<file path="src/rtl/lockable_reg_bank.sv">
// Bank of lockable configuration registers with sticky per-entry and global
// locks, write-once option, rejected-write reporting and a registered read port.
module lockable_reg_bank #(
  parameter int              WIDTH      = 8,
  parameter int              DEPTH      = 4,
  parameter int              ADDR_W     = 2,
  parameter logic [WIDTH-1:0] RESET_VAL = '0,
  parameter bit              WRITE_ONCE = 1'b0,
  parameter int              ERR_CNT_W  = 8
) (
  input  logic                 clk,
  input  logic                 rst_n,
  input  logic                 wr_en,
  input  logic [ADDR_W-1:0]    wr_addr,
  input  logic [WIDTH-1:0]     wr_data,
  input  logic                 lock_en,
  input  logic [ADDR_W-1:0]    lock_addr,
  input  logic                 lock_all,
  input  logic [ADDR_W-1:0]    rd_addr,
  output logic [WIDTH-1:0]     rd_data,
  output logic [DEPTH-1:0]     lock_status,
  output logic                 wr_ack,
  output logic                 wr_err,
  output logic [ERR_CNT_W-1:0] err_count
);

  logic [WIDTH-1:0]     r_mem [DEPTH];
  logic [DEPTH-1:0]     r_lock;
  logic [WIDTH-1:0]     r_rd_data;
  logic                 r_ack;
  logic                 r_err;
  logic [ERR_CNT_W-1:0] r_cnt;

  logic [DEPTH-1:0]     w_set;
  logic [DEPTH-1:0]     w_sel;
  logic [DEPTH-1:0]     w_once;
  logic [WIDTH-1:0]     w_rd;
  logic                 w_ok;
  logic                 w_rej;

  // Out-of-range addresses match no entry, so they decode to nothing.
  always_comb begin
    w_set = '0;
    w_sel = '0;
    w_rd  = '0;
    for (int i = 0; i < DEPTH; i++) begin
      if (lock_all || (lock_en && lock_addr == ADDR_W'(i)))
        w_set[i] = 1'b1;
      if (wr_addr == ADDR_W'(i))
        w_sel[i] = 1'b1;
      if (rd_addr == ADDR_W'(i))
        w_rd = r_mem[i];
    end
  end

  // A same-cycle lock on the target beats the write.
  assign w_ok   = wr_en && (|w_sel) &&
                  ((w_sel & (r_lock | w_set)) == '0);
  assign w_rej  = wr_en && !w_ok;
  assign w_once = (WRITE_ONCE && w_ok) ? w_sel : '0;

  always_ff @(posedge clk or negedge rst_n) begin
    if (!rst_n) begin
      for (int i = 0; i < DEPTH; i++)
        r_mem[i] <= RESET_VAL;
    end else begin
      for (int i = 0; i < DEPTH; i++)
        if (w_ok && w_sel[i])
          r_mem[i] <= wr_data;
    end
  end

  always_ff @(posedge clk or negedge rst_n) begin
    if (!rst_n) begin
      r_lock    <= '0;
      r_rd_data <= '0;
      r_ack     <= 1'b0;
      r_err     <= 1'b0;
      r_cnt     <= '0;
    end else begin
      r_lock    <= r_lock | w_set | w_once;
      r_rd_data <= w_rd;
      r_ack     <= w_ok;
      r_err     <= w_rej;
      if (w_rej && r_cnt != '1)
        r_cnt <= r_cnt + 1'b1;
    end
  end

  assign rd_data     = r_rd_data;
  assign lock_status = r_lock;
  assign wr_ack      = r_ack;
  assign wr_err      = r_err;
  assign err_count   = r_cnt;

endmodule

</file>
<file path="config.mk">
export PLATFORM = sky130hd
export DESIGN_NAME = lockable_reg_bank
export DESIGN_NICKNAME = d
export VERILOG_FILES = /design/src/rtl/lockable_reg_bank.sv
export SDC_FILE = /design/constraint.sdc
export NUM_CORES = 1
export LEC_CHECK = 0
export CAP_MARGIN = 20
export CORE_ASPECT_RATIO = 0.5
export CORE_MARGIN = 1.5
export CORE_UTILIZATION = 47
export DETAILED_ROUTE_END_ITERATION = 7
export PLACE_DENSITY = 0.85
export SYNTH_ARGS = -nofsm -noshare
export SYNTH_HDL_FRONTEND = slang
export SYNTH_SLANG_ARGS = --single-unit
</file>
<file path="constraint.sdc">
create_clock -name clk -period 2.1 [get_ports clk]
set_clock_uncertainty 0.2 [all_clocks]
set_input_delay 0.315 -clock clk [delete_from_list [all_inputs] [get_ports clk]]
set_output_delay 0.315 -clock clk [all_outputs]
set_load 0.01 [all_outputs]
</file>
==> impl_results.md, run 1 <==
- Worst skew pair latency: 0.30 ns
- Avg WL per Cell: between 15 and 20 um
- Worst-path clk slew: 0.09 ns
- PwrDens: 764.9 nW/um2
- RSZ-0062 raised after global routing: no
- First-pass GRT wire length: approximately 7.2 mm
- Post-CTS Setup Bufs: 0
- Drt pass-1 iters: 4
- FF-to-FF setup slack: 0.10 ns
- Tot GR Track Use: 0.1846
- Endpoint, Worst Hold: err_count[5]
- EDFF count, synth: 0
- Rel. slew slack: 0.6399
- Sequential share of the synthesized area: 0.5857
- CTS HTree Levels: 2
- Total gr overflow: 0
- Crit path kind: input pin to flop
- Initial Utilization: 0.5069
- Worst R2R End: err_count[1]
- Critical Path Start Type: input pin
- 1st-iter DRT viols: 43
- Worst vdd ir: 0.3473 mV
- Routed vias: about 1400
- Final setup fails: 0
- Measured slew at the worst slew-check pin: between 0.5 and 0.6 ns
- Worst hold path class: flop to flop
- Achievable Freq: just under 500 MHz
- TritonCTS Buffers: 5
- Syn Area/Cell: 15.38 um2
- FF+latch count, synth: 54
- Warnings from Yosys: 0
- Hold path startpoint: err_count[5]
- Vias in the first global route: 1526
- Finished Core Util: 0.6707
- Layout area overhead: 32.32%
- Setup WS pre-CTS: -0.4389 ns
- Smallest hold slack: roughly 0.29 ns
- Overall die width: 102.1 um
- CP Cell Sequence: clkdlybuf4s50_1, or4_4, a32oi_4, o21bai_2, mux2_1
- Gpl congestion: 0.8447
- CTS max path bufs: 2
- Critical path's top delay family: simple AND/OR/NAND/NOR gates
- # rows: 17
- Initial antenna violation count: 0
- Critical path required time: 2.09 ns
- I/O pins: 41
- Hold Fails Final Rpt: 0
- Port buffer count: 40
- Max Cap Violations: 0
- Layout cells sized above 1: 0.3443
- Setup TNS: 0 ns
- Status: finished clean
- Tcrit/Tclk final: 0.9765
- NumNets Final: 231
- Filler instances: 333
- Data arrival, critical path: approximately 2 ns
- R2r startpoint: lock_status[0]
- Dpl hpwl: roughly 3.1 mm
- Vert. Die Dim: 52.55 um
- Number of antenna-violating nets in the routed design: 0
- Largest net degree at the start of global routing: 32
- Slew Limit Fails: 0
- Drt total wl: between 4 and 5 mm
- # DRC: 0
- CP max stage cell: or4_4
- Core Area: 4552 um2
- Cells after Synth: 150
- CP Max Fanout: 4
- Synth cell types: 38
- Synth async-reset ratio: 1.000
- Mapped Nets: 170
- Ant diodes: 0
- Total die area: approximately 5400 um2
- Top FF cell, synth: dfrtp_1
- Setup ws final: 0.04929 ns
- CTS Sinks: 54
- Slowest stage delay, CP: around 0.53 ns
- Clock Tree Root: clkbuf_8
- Worst-case reg-to-reg path depth: 4
- P_leak: roughly 0.0014 uW
- CP Capture Type: flop
- WHS Path Cells: 1
- Bufs and invs on worst path: 1
- Post-DR vias/cell: about 5.1
- Post-synthesis cell area: 2307 um2
- Tmin final: 2.051 ns
- CTS tree: built
per-layer routing:
layer / vias to the layer above / routed length (um) / track usage
li1: 670 / - / -
met1: 737 / 1903 / 0.2184
met2: 18 / 2341 / 0.3344
met3: 4 / 112 / 0.04533
met4: 0 / 36 / 0.06393
met5: - / 0 / 0
placed cells by master (no fill, tap or decap), types with 2 or more instances in the layout:
cell	synthesis	routed
inv_1	3	3
dlygate4sd2_1	0	4
mux2_1	2	2
nor3_1	4	4
xor2_1	3	3
nor3b_1	2	2
clkbuf_8	0	6
buf_12	0	3
and3_1	2	2
dfrtp_1	54	54
clkdlybuf4s50_1	0	35
clkinv_4	0	2
mux4_2	8	8
nor2_1	3	3
nand3_1	2	2
buf_4	1	13
o2111ai_1	2	2
mux2_4	8	8
nand2_1	9	9
mux2_2	24	24
logic make-up (layout without fill, tap and decap cells):
logic type	after synthesis	in the layout	synth area share
DFF	54	54	0.5857
AOI/OAI and AO/OA	13	13	0.05478
adders and majority gates	1	1	0.005422
and+or+nand+nor	29	29	0.06833
muxes	42	42	0.2571
buffers and inverters	7	69	0.01355
xor gates and xnor gates	4	4	0.01519
state kept, by name, summed over array words and instances, names as in the netlist:
register     cells
wr_ack           1
wr_err           1
err_count        8
rd_data          8
r_mem           32
lock_status      4
final cells by class:
type | instances | area [um2] | area share
Multi-Input combinational cell | 89 | 938.4 | 0.3074
Clock buffer | 6 | 82.58 | 0.02705
Timing Repair Buffer | 58 | 569.3 | 0.1865
Tap cell | 66 | 82.58 | 0.02705
Clock inverter | 2 | 17.52 | 0.005738
Sequential cell | 54 | 1351 | 0.4426
Inverter | 3 | 11.26 | 0.003689
per-stage QoR:
stage | std cells | cell area (um2) | total power, uW
floorplan | 150 | 2307 | 1465
CTS | 278 | 3048 | 2367
global route | 278 | 3053 | 2457
finish | 278 | 3053 | 2335
detailed placement | 269 | 2930 | 1758
global placement | 269 | 2930 | 1733
power by group:
group	switching, uW	total (uW)	internal, uW
Clock	329	600	272
Combinational	209	505	296
Sequential	93.0	1230	1140
Total	630	2340	1700
repair_timing:
action,CTS,global route
resized for setup,7,1
hold endpoints to repair,23,0
endpoints found under the setup margin,12,2
hold buffers,1,0
cells in the mapped netlist, types with 2 or more instances:
cell,instances,area [um2]
nor3b_1,2,15.01
mux4_2,8,180.2
mux2_1,2,22.52
o2111ai_1,2,17.52
and3_1,2,12.51
nor2_1,3,11.26
dfrtp_1,54,1351
mux2_4,8,120.1
xor2_1,3,26.28
inv_1,3,11.26
nor3_1,4,20.02
nand2_1,9,33.78
nand3_1,2,10.01
mux2_2,24,270.3
worst max-delay path by stage:
stage | startpoint | endpoint | slack (ns) | depth (start not counted)
floorplan | lock_status[0] | err_count[1] | 0.04 | 4
global placement | lock_all | err_count[1] | -0.37 | 6
detailed placement | lock_all | err_count[1] | -0.44 | 6
CTS | wr_addr[0] | err_count[1] | 0.07 | 5
global route | wr_addr[0] | err_count[1] | 0.03 | 5
finish | wr_addr[0] | err_count[1] | 0.05 | 5
(Power assumes the default switching activity.)
==> run 2, diff against run 1 <==
--- a/config.mk
+++ b/config.mk
@@ -5,6 +5,7 @@
 export SDC_FILE = /design/constraint.sdc
 export NUM_CORES = 1
 export LEC_CHECK = 0
+export ABC_AREA = 1
 export CAP_MARGIN = 20
 export CORE_ASPECT_RATIO = 0.5
 export CORE_MARGIN = 1.5
==> impl_results.md, run 2 <==
- Status: finished clean
- Tcrit/Tclk final: 0.8904 (-0.08614)
- Post-DR vias/cell: 5.372 (+4.5%)
- 1st-iter DRT viols: 130 (+200%)
- CTS tree: built
- Clock Tree Root: clkbuf_8
- Crit path kind: flop to output port
- Vert. Die Dim: 54.05 um (+2.9%)
- Number of antenna-violating nets in the routed design: 0 (unchanged)
- Design Power: 2713 uW (+16%)
- Slowest stage delay, CP: 0.58 ns (+0.05 ns)
- Port buffer count: 40 (unchanged)
- CTS max path bufs: 2 (unchanged)
- Routed length on met3: 348 um (+210%)
- CP Capture Type: output port
- First-pass GRT wire length: 9.328 mm (+30%)
- Mapped Nets: 306 (+80%)
- NumNets Final: 366 (+58%)
- Largest net degree at the start of global routing: 45 (+41%)
- Achievable Freq: 534.8 MHz (+9.7%)
- Critical Path Start Type: flop
- Layout cells sized above 1: 0.1153 (-0.2291)
- Cells after Synth: 286 (+91%)
- Gpl congestion: 0.8670 (+2.6%)
- Data arrival, critical path: 1.35 ns (-0.69 ns)
- Critical path required time: 1.58 ns (-0.51 ns)
- Sequential share of the synthesized area: 0.5516 (-0.03410)
- Combinational power share: 0.252 (+0.036)
- Vias in the first global route: 2010 (+32%)
- CTS HTree Levels: 2 (unchanged)
- Dpl hpwl: 4.181 mm (+34%)
- Slew Limit Fails: 0 (unchanged)
- Routed vias: 2240 (+57%)
- Ant diodes: 0 (unchanged)
- Most frequent cells in the layout: 120 x nand2_1, 54 x dfrtp_1, 43 x nand3_1
- Top-area cell type share of the netlist area: 0.5516 (-0.03410)
- Initial Utilization: 0.4922 (-0.01466)
- Layout area overhead: 29.37%
- PwrDens: 856.0 nW/um2 (+12%)
- Measured slew at the worst slew-check pin: 0.3290 ns (-0.2112 ns)
- CP max stage cell: clkdlybuf4s50_1
- Uppermost routed layer: met4
- Syn Area/Cell: 8.566 um2 (-44%)
- Metal2 WL: 2.956 mm (+26%)
- Worst skew pair latency: 0.32 ns (+0.02 ns)
- Sw Share: 0.3085 (+0.03851)
- Tmin final: 1.870 ns (-0.1809 ns)
- Top FF cell, synth: dfrtp_1
- Drt pass-1 iters: 5 (+1)
- Yosys top cell by area: dfrtp_1
- Critical path's top delay family: buffers and inverters
- Rel. slew slack: 0.7800 (+0.1401)
- Max FFs per register: 32 (unchanged)
- Bufs and invs on worst path: 1 (unchanged)
- Total gr overflow: 0 (unchanged)
- Internal: 1876 uW (+10%)
- Final setup fails: 0 (unchanged)
- Synth async-reset ratio: 1.000 (unchanged)
- # rows: 18 (+1)
- Max Cap Violations: 0 (unchanged)
- FF+latch count, synth: 54 (unchanged)
- Avg WL per Cell: 14.44 um (-8.6%)
- CP Max Fanout: 5 (+1)
- Setup ws final: 0.2302 ns (+0.1809 ns)
- Initial antenna violation count: 0 (unchanged)
- Biggest register: r_mem
- Switch Pwr: 836.9 uW (+33%)
- Overall die width: 105.1 um (+3.0%)
- Setup WS pre-CTS: -0.02363 ns (+0.4153 ns)
- Clock Power Share: 0.224 (-0.033)
- Most frequent cells after synthesis: 120 x nand2_1, 54 x dfrtp_1, 44 x nand3_1
- Most instantiated library cell after synthesis: nand2_1
- Core Area: 4977 um2 (+9.3%)
- Post-synthesis cell area: 2450 um2 (+6.2%)
- Total die area: 5681 um2 (+5.9%)
- RSZ-0062 raised after global routing: no
- # DRC: 0 (unchanged)
- Worst-path clk slew: 0.10 ns (about the same)
- CP Cell Sequence: clkdlybuf4s50_1
- Wl on met1: 2.517 mm (+32%)
- TritonCTS Buffers: 5 (unchanged)
- Hold Fails Final Rpt: 0 (unchanged)
- Warnings from Yosys: 0 (unchanged)
- Synth cell types: 21 (-45%)
- Filler instances: 374 (+12%)
- P_leak: 0.001593 uW (+12%)
- Commonest non-fill, non-tap cell in the layout: nand2_1
- Worst vdd ir: 0.4639 mV (+34%)
- Post-CTS Setup Bufs: 0 (unchanged)
- Ranking of synthesized cells by area: dfrtp_1 55%, nand2_1 18%, nand3_1 9.0%, nand4_1 3.3%, nor2_1 2.0%
- Worst hold path class: input pin to asynchronous set/reset pin
- I/O pins: 41 (unchanged)
- Tot GR Track Use: 0.2178 (+0.03329)
- EDFF count, synth: 0 (unchanged)
- CTS Sinks: 54 (unchanged)
- Drt total wl: 6.023 mm (+37%)
- Sequential Power Share: 0.524 (-0.003)
## run 2: kinds of logic (layout without fill, tap and decap cells)
group	after synthesis	after routing	share of synthesized area
buf+inv	19	80	0.03881
flops	54	54	0.5516
xor+xnor	4	4	0.01430
compound gates	6	6	0.01685
fa+ha+maj	1	1	0.005106
simple gates	202	202	0.3733
## run 2: routing by layer
metal,track usage,vias to the layer above
li1,-,1057
met1,0.2633,1075
met2,0.3802,86
met3,0.03632,22
met4,0.1393,0
met5,0,-
## run 2: path summary, 6_finish.rpt
check / start / to / slack, ns / cells after the start
min in group clk: r_mem[5] / r_mem[5] / 0.28 / 2
max: err_count[3] / err_count[3] / 0.23 / 1
max reg2reg: err_count[0] / err_count[5] / 0.29 / 7
max in group asynchronous: rst_n / rd_data[7] / 0.98 / 3
min: rst_n / err_count[6] / 0.20 / 2
min reg2reg: r_mem[5] / r_mem[5] / 0.28 / 2
## run 2: final cells by class
type	count	area, um2	area share
clock inverters	2	12.51	0.003948
clock buffers	6	82.58	0.02606
inverters	13	48.80	0.01540
well taps	70	87.58	0.02764
multi-input cells	213	1008	0.3182
flip-flops and latches	54	1351	0.4264
repair buffers	59	578.1	0.1824
## run 2: what timing repair did
action	in CTS	in global routing
endpoints found under the hold margin	31	0
hold buffers	1	0
gates resized for setup	0	1
setup endpoints to repair	0	3
## run 2: metrics by stage
stage / instance area, um2 / cells / hold slack [ns] / util / setup TNS [ns]
3_3_place_gp: 3059 / 408 / 0.009510 / 0.6146 / 0
2_1_floorplan: 2450 / 286 / -0.1806 / - / 0
5_1_grt: 3169 / 417 / 0.2273 / 0.6368 / 0
4_1_cts: 3164 / 417 / 0.2018 / 0.6357 / 0
6_report: 3169 / 417 / 0.1973 / 0.6368 / 0
3_5_place_dp: 3059 / 408 / 0.01459 / 0.6146 / -0.07983
## run 2: power groups by stage
stage	Clock [uW]	Sequential, uW	Combinational (uW)
3_5_place_dp	0	1440	682
4_1_cts	618	1420	687
5_1_grt	652	1450	761
2_1_floorplan	0	1440	312
3_3_place_gp	0	1430	651
6_report	607	1420	684
==> RTL edit 1, RTL diff (settings of run 1) <==
Set the parameter `DEPTH` to 2 (it was 4).
--- a/src/rtl/lockable_reg_bank.sv
+++ b/src/rtl/lockable_reg_bank.sv
@@ -4,3 +4,3 @@
   parameter int              WIDTH      = 8,
-  parameter int              DEPTH      = 4,
+  parameter int              DEPTH      = 2,
   parameter int              ADDR_W     = 2,
Interface: changed (resized lock_status); port bits go from 41 to 39. No check against the original RTL was run, so the function may have changed too.
==> RTL edit 1 against run 1 <==
Synthesized cell count down 27%; power down 20%; utilization up 3.7 points; sequential share of layout area down 2.0 points; global-route usage up 1.3 points; sequential cell count down 18; setup slack better by 4.5 ps; routed wire length down 32%; critical path type unchanged; critical path depth unchanged; synthesized area down 35%; count of clock-buffer cells in the layout unchanged; cell area down 30%.
==> RTL edit 1: results (changes against run 1) <==
- Outcome: finished clean (unchanged)
- Worst Hold Class: in2async (was reg2reg)
- Worst R2R End: err_count[6]$_DFFE_PN0P_ (was err_count[1]$_DFFE_PN0P_)
- Clock slew at reported path FFs: 70 ps (was 90 ps)
- IO buf count: 38 (was 40)
- Crit path from: lock_all (was wr_addr[0])
- Vias per inst: 5.18 (was 5.14)
- Met2 GRT Util: 30.6% (was 33.4%)
- Count of cell types in the netlist: 29 (was 38)
- Post-synthesis sequential area ratio: 60.3% (was 58.6%)
- CP max-delay cell: or4b_1 (was or4_4)
- M1 wire length: 1.28 mm (was 1.90 mm)
- Max reg flops: 16 (was 32)
- Synth top cells by count: dfrtp_1, mux2_2, mux2i_1, nor2_1, xor2_1 (was dfrtp_1, mux2_2, nand2_1)
- P_leak: 0.986 nW (was 1.42 nW)
- Vias in the first global route: 1076 (was 1526)
- M1 GR Usage: 24.4% (was 21.8%)
- Max VDD drop: 0.000713 V (was 0.000347 V)
- Tot GR Track Use: 19.8% (was 18.5%)
- Slew @ Worst Pin: 582 ps (was 540 ps)
- Syn nets: 130 (was 170)
- Compound-gate portion of the synthesized area: 1.51% (was 5.48%)
- Post-synthesis mux area share: 19.9% (was 25.7%)
- Drt wl/cell: 14.5 um (was 15.8 um)
- Crit-path max cell delay: 580 ps (was 530 ps)
- # fillers: 215 (was 333)
- Final net count: 184 (was 231)
RTL edit 1: cell types whose count changed after synthesis, sizes merged, moves of 3 or more:
cell,before,now
dfrtp,54,36
mux2,34,19
mux2i,0,8
mux4,8,0
nand2,9,3
nor2,3,9
nor4b,0,3
RTL edit 1: worst min-delay path by stage:
stage	from	depth (start not counted)	endpoint
floorplan	rst_n	0	err_count[0]$_DFFE_PN0P_
global placement	err_count[4]$_DFFE_PN0P_	1	err_count[4]$_DFFE_PN0P_
detailed placement	err_count[4]$_DFFE_PN0P_	1	err_count[4]$_DFFE_PN0P_
CTS	rst_n	2	rd_data[3]$_DFF_PN0_
global route	rst_n	2	r_mem[11]$_DFFE_PN0P_
finish	rst_n	2	r_mem[11]$_DFFE_PN0P_
RTL edit 1: stage by stage:
stage | hold WS [ps] | worst slack, ps
6_report | 243 | 53.8
5_1_grt | 286 | -1.89
4_1_cts | 254 | 17.0
3_5_place_dp | 290 | -275
3_3_place_gp | 283 | -235
2_1_floorplan | -181 | 164
RTL edit 1: cell type report:
type	instances	area, um^2	area share [%]
Clock buffer	6	72.6	3.40
Clock inverter	2	35.0	1.64
Inverter	1	3.75	0.176
Multi-Input combinational cell	71	596	27.9
Sequential cell	36	901	42.2
Tap cell	40	50.0	2.35
Timing Repair Buffer	49	475	22.3
RTL edit 1: power breakdown:
group          switching [W]  internal (W)
Sequential         0.0000717      0.000772
Clock               0.000240      0.000352
Combinational       0.000178      0.000264
RTL edit 1: worst reg2reg max path: stages, from the launching register on:
cell and delay [ps]:
dfrtp_1 420, or4_1 570, o22ai_4 240, nor4b_1 110
mux2_1 320
RTL edit 1: repair_timing:
action	CTS	global route
gates resized for setup	0	2
buffers inserted	0	0
hold buffers	0	0
setup endpoints to repair	0	6
==> RTL edit 2, RTL diff (flow settings as in run 1) <==
Made on the original files. Register the output `wr_err` once more, without a reset; this adds one clock of latency there. The other outputs are not delayed to match.
--- a/src/rtl/lockable_reg_bank.sv
+++ b/src/rtl/lockable_reg_bank.sv
@@ -92,3 +92,5 @@
   assign wr_ack      = r_ack;
-  assign wr_err      = r_err;
+  always_ff @(posedge clk) begin
+    wr_err <= r_err;
+  end
   assign err_count   = r_cnt;
Function: changed (a bounded check fails within 4 cycles, from zero or initial values and one cycle with rst_n low).
==> RTL edit 2 against run 1 <==
Synthesized area is 0.87% higher; routed wire length rose by 6.2%; sequential cell count increased by 1; first-iteration DRC count up 42%; critical endpoint unchanged; cell area up 1.1%; via count up 4.6%; power rose by 0.72%; setup slack gained 25 ps; non-clock buffer count increased by 4; die area increased by 0.82%.
==> RTL edit 2: results (changes against run 1) <==
- Clock buf/inv share: 2.84% (was 3.28%)
- Ys flop type: dfrtp_1 (unchanged)
- Multi-input logic area: 931 um^2 (was 938 um^2)
- Vias in the first global route: 1628 (was 1526)
- Met2 GRT Util: 33.7% (was 33.4%)
- Register area: 1370 um^2 (was 1350 um^2)
- Syn nets: 171 (was 170)
- Final Hold Slack: 150 ps (was 288 ps)
- M1 GR Usage: 24.3% (was 21.8%)
- Layout area overhead: 32.6% (was 32.3%)
- Crit-path max cell delay: 460 ps (was 530 ps)
- R2r setup slk: 120 ps (was 100 ps)
- Met3 Routed Length: 171 um (was 112 um)
- Setup WS pre-CTS: -435 ps (was -439 ps)
- Met2 WL: 2.30 mm (was 2.34 mm)
- Routed vias: 1495 (was 1429)
- Non-clk buf share: 19.5% (was 18.6%)
- Max reg flops: 32 (unchanged)
- CP endpoint kind: flip-flop (unchanged)
- Compound-gate portion of the synthesized area: 5.43% (was 5.48%)
- Max VDD drop: 0.000658 V (was 0.000347 V)
- Crit path from: wr_addr[0] (unchanged)
- Post-CTS Repair Setup Buffers: 1 (was 0)
- Cell total after placement: 273 (was 269)
- Tot GR Track Use: 20.0% (was 18.5%)
- Cts repair resizes: 5 (was 7)
- Post-synthesis mux area share: 25.5% (was 25.7%)
- Count of cell types in the netlist: 39 (was 38)
- # fillers: 311 (was 333)
- Max transition margin: 70.4% (was 64.0%)
- Sw power: 0.000660 W (was 0.000630 W)
- M1 wire length: 2.11 mm (was 1.90 mm)
- XOR/XNOR Fraction of Synth Area: 1.51% (was 1.52%)
- Async SR Flop Fraction: 98.2% (was 100%)
- Final Non-Filler Cells: 283 (was 278)
- Min Tclk post-route: 2030 ps (was 2050 ps)
- Share of cells above drive strength 1: 34.6% (was 34.4%)
- Met3 Track Usage GR: 6.13% (was 4.53%)
- Post-synthesis sequential area ratio: 58.9% (was 58.6%)
- Yosys reg bits: 55 (was 54)
- Largest net degree at the start of global routing: 55 (was 32)
- Outcome: finished clean (unchanged)
- WL final: 4.67 mm (was 4.39 mm)
- DRT iter0 DRCs: 61 (was 43)
- Post-Synth Adder-Cell Area: 0.538% (was 0.542%)
- CP delay by family, top: buffers and inverters (was simple AND/OR/NAND/NOR gates)
- Final net count: 236 (was 231)
- Placed Area: 2970 um^2 (was 2930 um^2)
- Bufs w/o clock: 62 (was 58)
- Synth top area cells: dfrtp_1, mux2_2, mux4_2 (unchanged)
- Gp weighted congestion: 0.849 (was 0.845)
- First-pass GRT wire length: 7.80 mm (was 7.16 mm)
- CP max-delay cell: clkdlybuf4s50_1 (was or4_4)
- Cells after synthesis: 151 (was 150)
[RTL edit 2: cell count changes after synthesis, sizes merged]
cell / delta
dfxtp: +1
[RTL edit 2: power groups by stage]
stage	Combinational [W]	Clock (W)	Sequential, W
after CTS	0.000510	0.000605	0.00126
after floorplan	0.000192	0	0.00129
after detailed placement	0.000507	0	0.00128
after global routing	0.000549	0.000658	0.00128
final	0.000503	0.000590	0.00126
after global placement	0.000492	0	0.00127
[RTL edit 2: worst min path at each step]
stage	from	endpoint	cells past startpoint
2_1_floorplan	rst_n	err_count[0]$_DFFE_PN0P_	0
3_3_place_gp	rst_n	lock_status[3]$_DFF_PN0_	2
3_5_place_dp	rst_n	err_count[1]$_DFFE_PN0P_	2
4_1_cts	r_err$_DFF_PN0_	wr_err$_DFF_P_	0
5_1_grt	r_err$_DFF_PN0_	wr_err$_DFF_P_	0
6_report	r_err$_DFF_PN0_	wr_err$_DFF_P_	0
